===== src/rtl/axi_frame_writer_pkg.sv =====
// axi_frame_writer_pkg: FSM encoding, fixed AXI attributes and burst geometry helpers
package axi_frame_writer_pkg;
   localparam logic [2:0] S_IDLE  = 3'd0;
   localparam logic [2:0] S_ADDR  = 3'd1;
   localparam logic [2:0] S_DATA  = 3'd2;
   localparam logic [2:0] S_RESP  = 3'd3;
   localparam logic [2:0] S_DRAIN = 3'd4;
   localparam logic [1:0] AXI_BURST_INCR = 2'b01;
   localparam logic [3:0] AXI_CACHE_VAL  = 4'b0000;
   localparam logic [2:0] AXI_PROT_VAL   = 3'b010;
   function automatic int burst_bytes(input int data_width, input int burst_len);
      return burst_len * data_width / 8;
   endfunction
   function automatic logic [2:0] axsize(input int data_width);
      return data_width == 128 ? 3'd4 : data_width == 64 ? 3'd3 : 3'd2;
   endfunction
endpackage


===== src/rtl/axi_frame_ring_ctrl.sv =====
// axi_frame_ring_ctrl: frame-buffer ring bookkeeping (offset, write index, pending start)
// and the address of the next burst.
module axi_frame_ring_ctrl
   import axi_frame_writer_pkg::*;
#(
   parameter int AXI_ADDR_WIDTH = 32,
   parameter int AXI_DATA_WIDTH = 64,
   parameter int BURST_LEN = 64,
   parameter logic [AXI_ADDR_WIDTH-1:0] FRAME_BASE_ADDR = 32'h0100_0000,
   parameter logic [AXI_ADDR_WIDTH-1:0] FRAME_STRIDE = 32'h0004_0000,
   parameter int FRAME_BYTES = 153600,
   parameter int NUM_FRAMES = 3
) (
   input  logic                      clk_100Mhz,
   input  logic                      rst,
   input  logic                      frame_start_i,
   input  logic                      apply_start_i,
   input  logic                      burst_done_i,
   output logic                      pending_o,
   output logic                      frame_full_o,
   output logic [AXI_ADDR_WIDTH-1:0] next_addr_o,
   output logic [1:0]                done_frame_idx_o,
   output logic                      frame_complete_o
);
   localparam logic [AXI_ADDR_WIDTH-1:0] BB = AXI_ADDR_WIDTH'(burst_bytes(AXI_DATA_WIDTH, BURST_LEN));
   localparam logic [AXI_ADDR_WIDTH-1:0] FB = AXI_ADDR_WIDTH'(FRAME_BYTES);
   localparam logic [1:0] LAST_IDX = 2'(NUM_FRAMES - 1);
   logic [AXI_ADDR_WIDTH-1:0] offset_q, offset_d, offset_inc;
   logic [1:0] wr_idx_q, wr_idx_d, done_q, done_d;
   logic pending_q, pending_d, fc_q, fc_d;
   always_comb begin
      offset_inc = offset_q + BB;
      offset_d   = apply_start_i ? '0 : burst_done_i ? offset_inc : offset_q;
      wr_idx_d   = !apply_start_i ? wr_idx_q : (wr_idx_q == LAST_IDX) ? 2'd0 : wr_idx_q + 2'd1;
      // a start arriving in the same cycle another is applied belongs to the next frame
      pending_d  = frame_start_i | (pending_q & ~apply_start_i);
      fc_d       = burst_done_i & (offset_inc == FB);
      done_d     = fc_d ? wr_idx_q : done_q;
   end
   always_ff @(posedge clk_100Mhz or posedge rst) begin
      if (rst) begin
         offset_q  <= '0;
         wr_idx_q  <= 2'd0;
         done_q    <= LAST_IDX;
         pending_q <= 1'b0;
         fc_q      <= 1'b0;
      end else begin
         offset_q  <= offset_d;
         wr_idx_q  <= wr_idx_d;
         done_q    <= done_d;
         pending_q <= pending_d;
         fc_q      <= fc_d;
      end
   end
   assign pending_o        = pending_q;
   assign frame_full_o     = offset_q == FB;
   assign next_addr_o      = FRAME_BASE_ADDR + AXI_ADDR_WIDTH'(wr_idx_q) * FRAME_STRIDE + offset_q;
   assign done_frame_idx_o = done_q;
   assign frame_complete_o = fc_q;
endmodule


===== src/rtl/axi_frame_writer.sv =====
// axi_frame_writer: FWFT stream to AXI4 INCR-burst writer over a ring of frame buffers.
// Optional AXI_FRAME_WRITER_ERRCNT_EN adds err_count / last_err_addr for BRESP errors.
module axi_frame_writer
   import axi_frame_writer_pkg::*;
#(
   parameter int AXI_ADDR_WIDTH = 32,
   parameter int AXI_DATA_WIDTH = 64,
   parameter int BURST_LEN = 64,
   parameter int LEVEL_WIDTH = 10,
   parameter logic [AXI_ADDR_WIDTH-1:0] FRAME_BASE_ADDR = 32'h0100_0000,
   parameter logic [AXI_ADDR_WIDTH-1:0] FRAME_STRIDE = 32'h0004_0000,
   parameter int FRAME_BYTES = 153600,
   parameter int NUM_FRAMES = 3
) (
   input  logic                        clk_100Mhz,
   input  logic                        rst,
   input  logic [AXI_DATA_WIDTH-1:0]   s_tdata,
   input  logic                        s_tvalid,
   output logic                        s_tready,
   input  logic [LEVEL_WIDTH-1:0]      s_level,
   input  logic                        frame_start,
   output logic [AXI_ADDR_WIDTH-1:0]   AWADDR,
   output logic                        AWVALID,
   input  logic                        AWREADY,
   output logic [7:0]                  AWLEN,
   output logic [2:0]                  AWSIZE,
   output logic [1:0]                  AWBURST,
   output logic [3:0]                  AWCACHE,
   output logic [2:0]                  AWPROT,
   output logic [AXI_DATA_WIDTH-1:0]   WDATA,
   output logic [AXI_DATA_WIDTH/8-1:0] WSTRB,
   output logic                        WVALID,
   input  logic                        WREADY,
   output logic                        WLAST,
   input  logic [1:0]                  BRESP,
   input  logic                        BVALID,
   output logic                        BREADY,
   output logic [1:0]                  done_frame_idx,
   output logic                        frame_complete,
   output logic                        overflow,
   output logic [2:0]                  state
`ifdef AXI_FRAME_WRITER_ERRCNT_EN
   ,
   output logic [15:0]                 err_count,
   output logic [AXI_ADDR_WIDTH-1:0]   last_err_addr
`endif
);
   localparam logic [7:0] LAST_BEAT = 8'(BURST_LEN - 1);
   logic [2:0] state_q, state_d;
   logic [AXI_ADDR_WIDTH-1:0] awaddr_q, awaddr_d, next_addr;
   logic [7:0] cnt_q, cnt_d;
   logic overflow_q, overflow_d;
   logic pending, frame_full, apply_start, burst_done, w_hs, d_hs, beat_last, level_ok;
   axi_frame_ring_ctrl #(
      .AXI_ADDR_WIDTH(AXI_ADDR_WIDTH), .AXI_DATA_WIDTH(AXI_DATA_WIDTH), .BURST_LEN(BURST_LEN),
      .FRAME_BASE_ADDR(FRAME_BASE_ADDR), .FRAME_STRIDE(FRAME_STRIDE),
      .FRAME_BYTES(FRAME_BYTES), .NUM_FRAMES(NUM_FRAMES)
   ) u_ring (
      .clk_100Mhz(clk_100Mhz), .rst(rst), .frame_start_i(frame_start),
      .apply_start_i(apply_start), .burst_done_i(burst_done), .pending_o(pending),
      .frame_full_o(frame_full), .next_addr_o(next_addr),
      .done_frame_idx_o(done_frame_idx), .frame_complete_o(frame_complete)
   );
   assign level_ok    = 32'(s_level) >= 32'(BURST_LEN);
   assign apply_start = (state_q == S_IDLE) & pending;
   assign burst_done  = (state_q == S_RESP) & BVALID;
   // zero-cycle pop: the FWFT head is presented on W and popped on the same handshake
   assign s_tready    = (state_q == S_DATA) ? WREADY & s_tvalid : (state_q == S_DRAIN);
   assign WVALID      = (state_q == S_DATA) & s_tvalid;
   assign w_hs        = WVALID & WREADY;
   assign d_hs        = (state_q == S_DRAIN) & s_tvalid;
   assign beat_last   = cnt_q == LAST_BEAT;
   assign WLAST       = beat_last & WVALID;
   always_comb begin
      state_d    = state_q;
      awaddr_d   = awaddr_q;
      overflow_d = overflow_q;
      cnt_d      = (w_hs | d_hs) ? (beat_last ? 8'd0 : cnt_q + 8'd1) : cnt_q;
      case (state_q)
         S_IDLE: if (!pending && level_ok) begin
            overflow_d = overflow_q | frame_full;
            awaddr_d   = frame_full ? awaddr_q : next_addr;
            state_d    = frame_full ? S_DRAIN : S_ADDR;
         end
         S_ADDR:  state_d = AWREADY ? S_DATA : S_ADDR;
         S_DATA:  state_d = (w_hs & beat_last) ? S_RESP : S_DATA;
         S_RESP:  state_d = BVALID ? S_IDLE : S_RESP;
         S_DRAIN: state_d = (d_hs & beat_last) ? S_IDLE : S_DRAIN;
         default: state_d = S_IDLE;
      endcase
   end
   always_ff @(posedge clk_100Mhz or posedge rst) begin
      if (rst) begin
         state_q    <= S_IDLE;
         awaddr_q   <= FRAME_BASE_ADDR;
         cnt_q      <= 8'd0;
         overflow_q <= 1'b0;
      end else begin
         state_q    <= state_d;
         awaddr_q   <= awaddr_d;
         cnt_q      <= cnt_d;
         overflow_q <= overflow_d;
      end
   end
   assign AWADDR   = awaddr_q;
   assign AWVALID  = state_q == S_ADDR;
   assign AWLEN    = LAST_BEAT;
   assign AWSIZE   = axsize(AXI_DATA_WIDTH);
   assign AWBURST  = AXI_BURST_INCR;
   assign AWCACHE  = AXI_CACHE_VAL;
   assign AWPROT   = AXI_PROT_VAL;
   assign WDATA    = s_tdata;
   assign WSTRB    = '1;
   assign BREADY   = state_q == S_RESP;
   assign overflow = overflow_q;
   assign state    = state_q;
`ifdef AXI_FRAME_WRITER_ERRCNT_EN
   logic [15:0] err_count_q, err_count_d;
   logic [AXI_ADDR_WIDTH-1:0] last_err_addr_q, last_err_addr_d;
   logic err_hs;
   assign err_hs = burst_done & (BRESP != 2'b00);
   always_comb begin
      err_count_d     = (err_hs && err_count_q != 16'hFFFF) ? err_count_q + 16'd1 : err_count_q;
      last_err_addr_d = err_hs ? awaddr_q : last_err_addr_q;
   end
   always_ff @(posedge clk_100Mhz or posedge rst) begin
      if (rst) begin
         err_count_q     <= 16'd0;
         last_err_addr_q <= '0;
      end else begin
         err_count_q     <= err_count_d;
         last_err_addr_q <= last_err_addr_d;
      end
   end
   assign err_count     = err_count_q;
   assign last_err_addr = last_err_addr_q;
`else
   logic unused_bresp;
   assign unused_bresp = ^BRESP;
`endif
endmodule


===== config.mk =====
export PLATFORM = sky130hd
export DESIGN_NAME = axi_frame_writer
export DESIGN_NICKNAME = d
export VERILOG_FILES = /design/src/rtl/axi_frame_writer_pkg.sv /design/src/rtl/axi_frame_ring_ctrl.sv /design/src/rtl/axi_frame_writer.sv
export SDC_FILE = /design/constraint.sdc
export NUM_CORES = 1
export LEC_CHECK = 0
export CORE_AREA = 5 5 107 109
export CTS_CLUSTER_DIAMETER = 200
export DETAILED_ROUTE_END_ITERATION = 8
export DIE_AREA = 0 0 112 114
export HOLD_SLACK_MARGIN = 0.1
export PLACE_DENSITY = 0.9
export SLEW_MARGIN = 25
export SYNTH_ARGS = -nofsm -noshare
export SYNTH_HDL_FRONTEND = slang
export SYNTH_SLANG_ARGS = --single-unit

===== constraint.sdc =====
create_clock -name clk_100Mhz -period 7.75 [get_ports clk_100Mhz]
set_clock_uncertainty 0.2 [all_clocks]
set_input_delay 1.1625 -clock clk_100Mhz [delete_from_list [all_inputs] [get_ports clk_100Mhz]]
set_output_delay 1.1625 -clock clk_100Mhz [all_outputs]
set_load 0.01 [all_outputs]

==> qor.txt <==
I/O Buffers: 45
fraction of registers with async set/reset: 100%
first-pass GRT wire length: 15000 um
Post-layout nets: 558
largest fanout on the critical path: 4
cell taking the most area after synthesis: dfrtp_1
CP Buf/Inv Count: 2
initial antenna violation count: 0
Worst Max-Slew Pin Slew: 1.00 ns
critical-path cell list: clkdlybuf4s50_1 -> nor2b_1 -> and2_1 -> and2_1 -> clkdlybuf4s50_1
RSZ-0062 raised after global routing: false
area fraction of the dominant cell type after synthesis: 34.3%
post-synthesis cell count: 509
Tot GR Track Use: 14.2%
outcome: finished, final reports clean
largest net degree at the start of global routing: 65
Synth area leaders: dfrtp_1 34%, buf_4 18%, o21ai_0 6.1%, nand2_1 3.5%, xnor2_1 3.5%
Clock Tree Buf Depth: 2
r2r setup slk: 4.40 ns
Core Box Area: 10500 sq um
RR Startpoint: u_ring.offset_q[9]
highest-delay cell along the critical path: clkdlybuf4s50_1
DR vias: 3307
final setup violation count: 0
synthesized flop and latch total: 64
worst skew pair latency: 0.35 ns
WL per Instance: 14.4 um
clock sinks: 64
Routed Antenna Nets: 0
Lkg Pwr: 1.98 nW
Post-Syn Area: 4520 sq um
Die X: 112 um
crit path from: s_tvalid
commonest cells in the netlist: 107 x buf_4, 62 x dfrtp_1, 55 x o21ai_0, 42 x nand2_1, 33 x nor2_1
post-DP HPWL: 6270 um
share of cells above drive strength 1: 10.3%
sequential fraction of the synthesis area: 35.5%
Setup WS pre-CTS: 3.66 ns
Final Critical Period: 4.10 ns
Hold EP: AWADDR[24]
clock root buffer: clkbuf_8
IO Pins: 219
Worst R2R Path Depth: 8
Final Power: 0.000980 W
Yosys warnings: 0
Rows: 38
worst hold path type: flop to flop
vias per cell: 5.38
startpoint types: input pin
relative slew slack: 33.1%
cts-stage hold buffer count: 0
initial core utilization: 43.0%
Tcrit/Tclk final: 52.8%
Max rail drop VDD: 0.109 mV
critical path's largest stage delay: 0.54 ns
Post-CTS Resized: 0
clock slew at reported path FFs: 0.07 ns
Hold Path Depth: 2
multi-input logic area: 2100 sq um
CTS tree: yes
buffers inserted by post-CTS timing repair: 0
Main synth FF type: dfrtp_1
crit path capture type: primary output
FMAX: 244 MHz
Power Density: 213 nW/um^2
Reg area: 1600 sq um
Filler cells: 997
Area Growth Syn to Fin: 1.99%
final worst setup slack: 3.65 ns
Netlist cell types: 61
total gr overflow: 0
maxcap violations: 0
die area: 12800 sq um
Final TNS setup: 0 ns
Die Y: 114 um
delay-heaviest family, CP: buffers and inverters
WP data arrival: 2.73 ns
CTS buffer count: 9
vias in the first global route: 3110
Post-synth EDFFs: 0
DRC viols: 0
syn_area_per_cell: 8.87 sq um
Routability Congestion: 0.905
initial drt markers: 221
H-tree lvl count: 3
total wire length: 8880 um
Critical R2R Capture: u_ring.done_frame_idx_o[0]
Hold Vio Cnt, Final: 0
most frequent cell after synthesis: buf_4
HP Start: AWADDR[24]
worst setup path category: input pin to primary output
Critical Path RT: 6.39 ns
DRT Pass-1 Iters: 5
antenna diode count: 0
max-slew violation count: 0
-- metrics by stage --
step | util [%] | hold slack [ns] | cells | instance area [sq um]
2_1_floorplan | - | 0.260 | 544 | 4650
3_3_place_gp | 41.5 | 0.243 | 599 | 4360
3_5_place_dp | 41.5 | 0.264 | 599 | 4360
4_1_cts | 43.8 | 0.281 | 615 | 4610
5_1_grt | 43.8 | 0.307 | 615 | 4610
6_report | 43.8 | 0.274 | 615 | 4610
-- registers in the layout, summed over array words and instances (netlist names) --
| register | count |
|---|---|
| AWADDR | 23 |
| u_ring.offset_q | 23 |
| cnt_q | 8 |
| state | 3 |
| u_ring.done_frame_idx_o | 2 |
| u_ring.wr_idx_q | 2 |
| overflow | 1 |
| u_ring.frame_complete_o | 1 |
| u_ring.pending_o | 1 |
-- placed cells by master (no fill, tap or decap), types with 5 or more instances in the layout --
cell type and count:
a21oi_1 11, and2_1 6, and3_1 6, clkbuf_8 9
clkdlybuf4s50_1 45, conb_1 37, dfrtp_1 62, inv_1 6
mux2_2 11, nand2_1 42, nand3_1 25, nand4_1 7
nor2_1 33, nor2b_1 5, nor3_1 8, o21ai_0 55
o31ai_1 7, xnor2_1 18, xor2_1 8
-- final cells by class --
class                   count  share of cell area (%)
clock buffers               9                    2.69
inverters                   7                   0.570
clock inverters             7                    2.61
well taps                 140                    3.80
flip-flops and latches     64                    34.8
multi-input cells         342                    45.6
repair buffers             46                    9.94
-- worst register-to-register path, stage by stage, from the launching register on --
cell and delay, ns:
dfrtp_1 0.55, ha_1 0.36, nand3_4 0.18, nor3_4 0.31
nor2b_2 0.42, nand2_1 0.13, a2111oi_2 0.41, and4bb_1 0.33
mux2_1 0.33
-- layer usage --
| metal | vias up | track usage (%) | part of all wire (%) |
|---|---|---|---|
| met4 | 0 | 5.61 | 1.8 |
| met3 | 21 | 4.56 | 8.6 |
| met5 | - | 0 | 0 |
| li1 | 1529 | - | - |
| met2 | 128 | 24.9 | 49 |
| met1 | 1629 | 16.1 | 40 |
-- kinds of logic (layout without fill, tap and decap cells) --
group | after synthesis | count (layout) | share of synthesized area, %
other cells | 2 | 37 | 0.166
simple gates | 169 | 169 | 21.6
fa+ha+maj | 5 | 5 | 1.55
compound gates | 91 | 91 | 11.7
mux | 14 | 14 | 3.46
buf+inv | 138 | 69 | 20.9
flops | 64 | 64 | 35.5
xor+xnor | 26 | 26 | 5.04
-- worst max-delay path by stage --
stage               slack [ns]  cells past startpoint    end
floorplan                 4.66                      3  WLAST
global placement          3.70                      5  WLAST
detailed placement        3.66                      5  WLAST
CTS                       3.65                      5  WLAST
global route              3.56                      5  WLAST
finish                    3.65                      5  WLAST
-- where the power goes --
part / switching, W / internal [W]
clock network: 0.000134 / 0.000214
logic: 0.000129 / 0.0000939
registers: 0.0000412 / 0.000368
No activity file was read; power rests on OpenSTA's default activity.
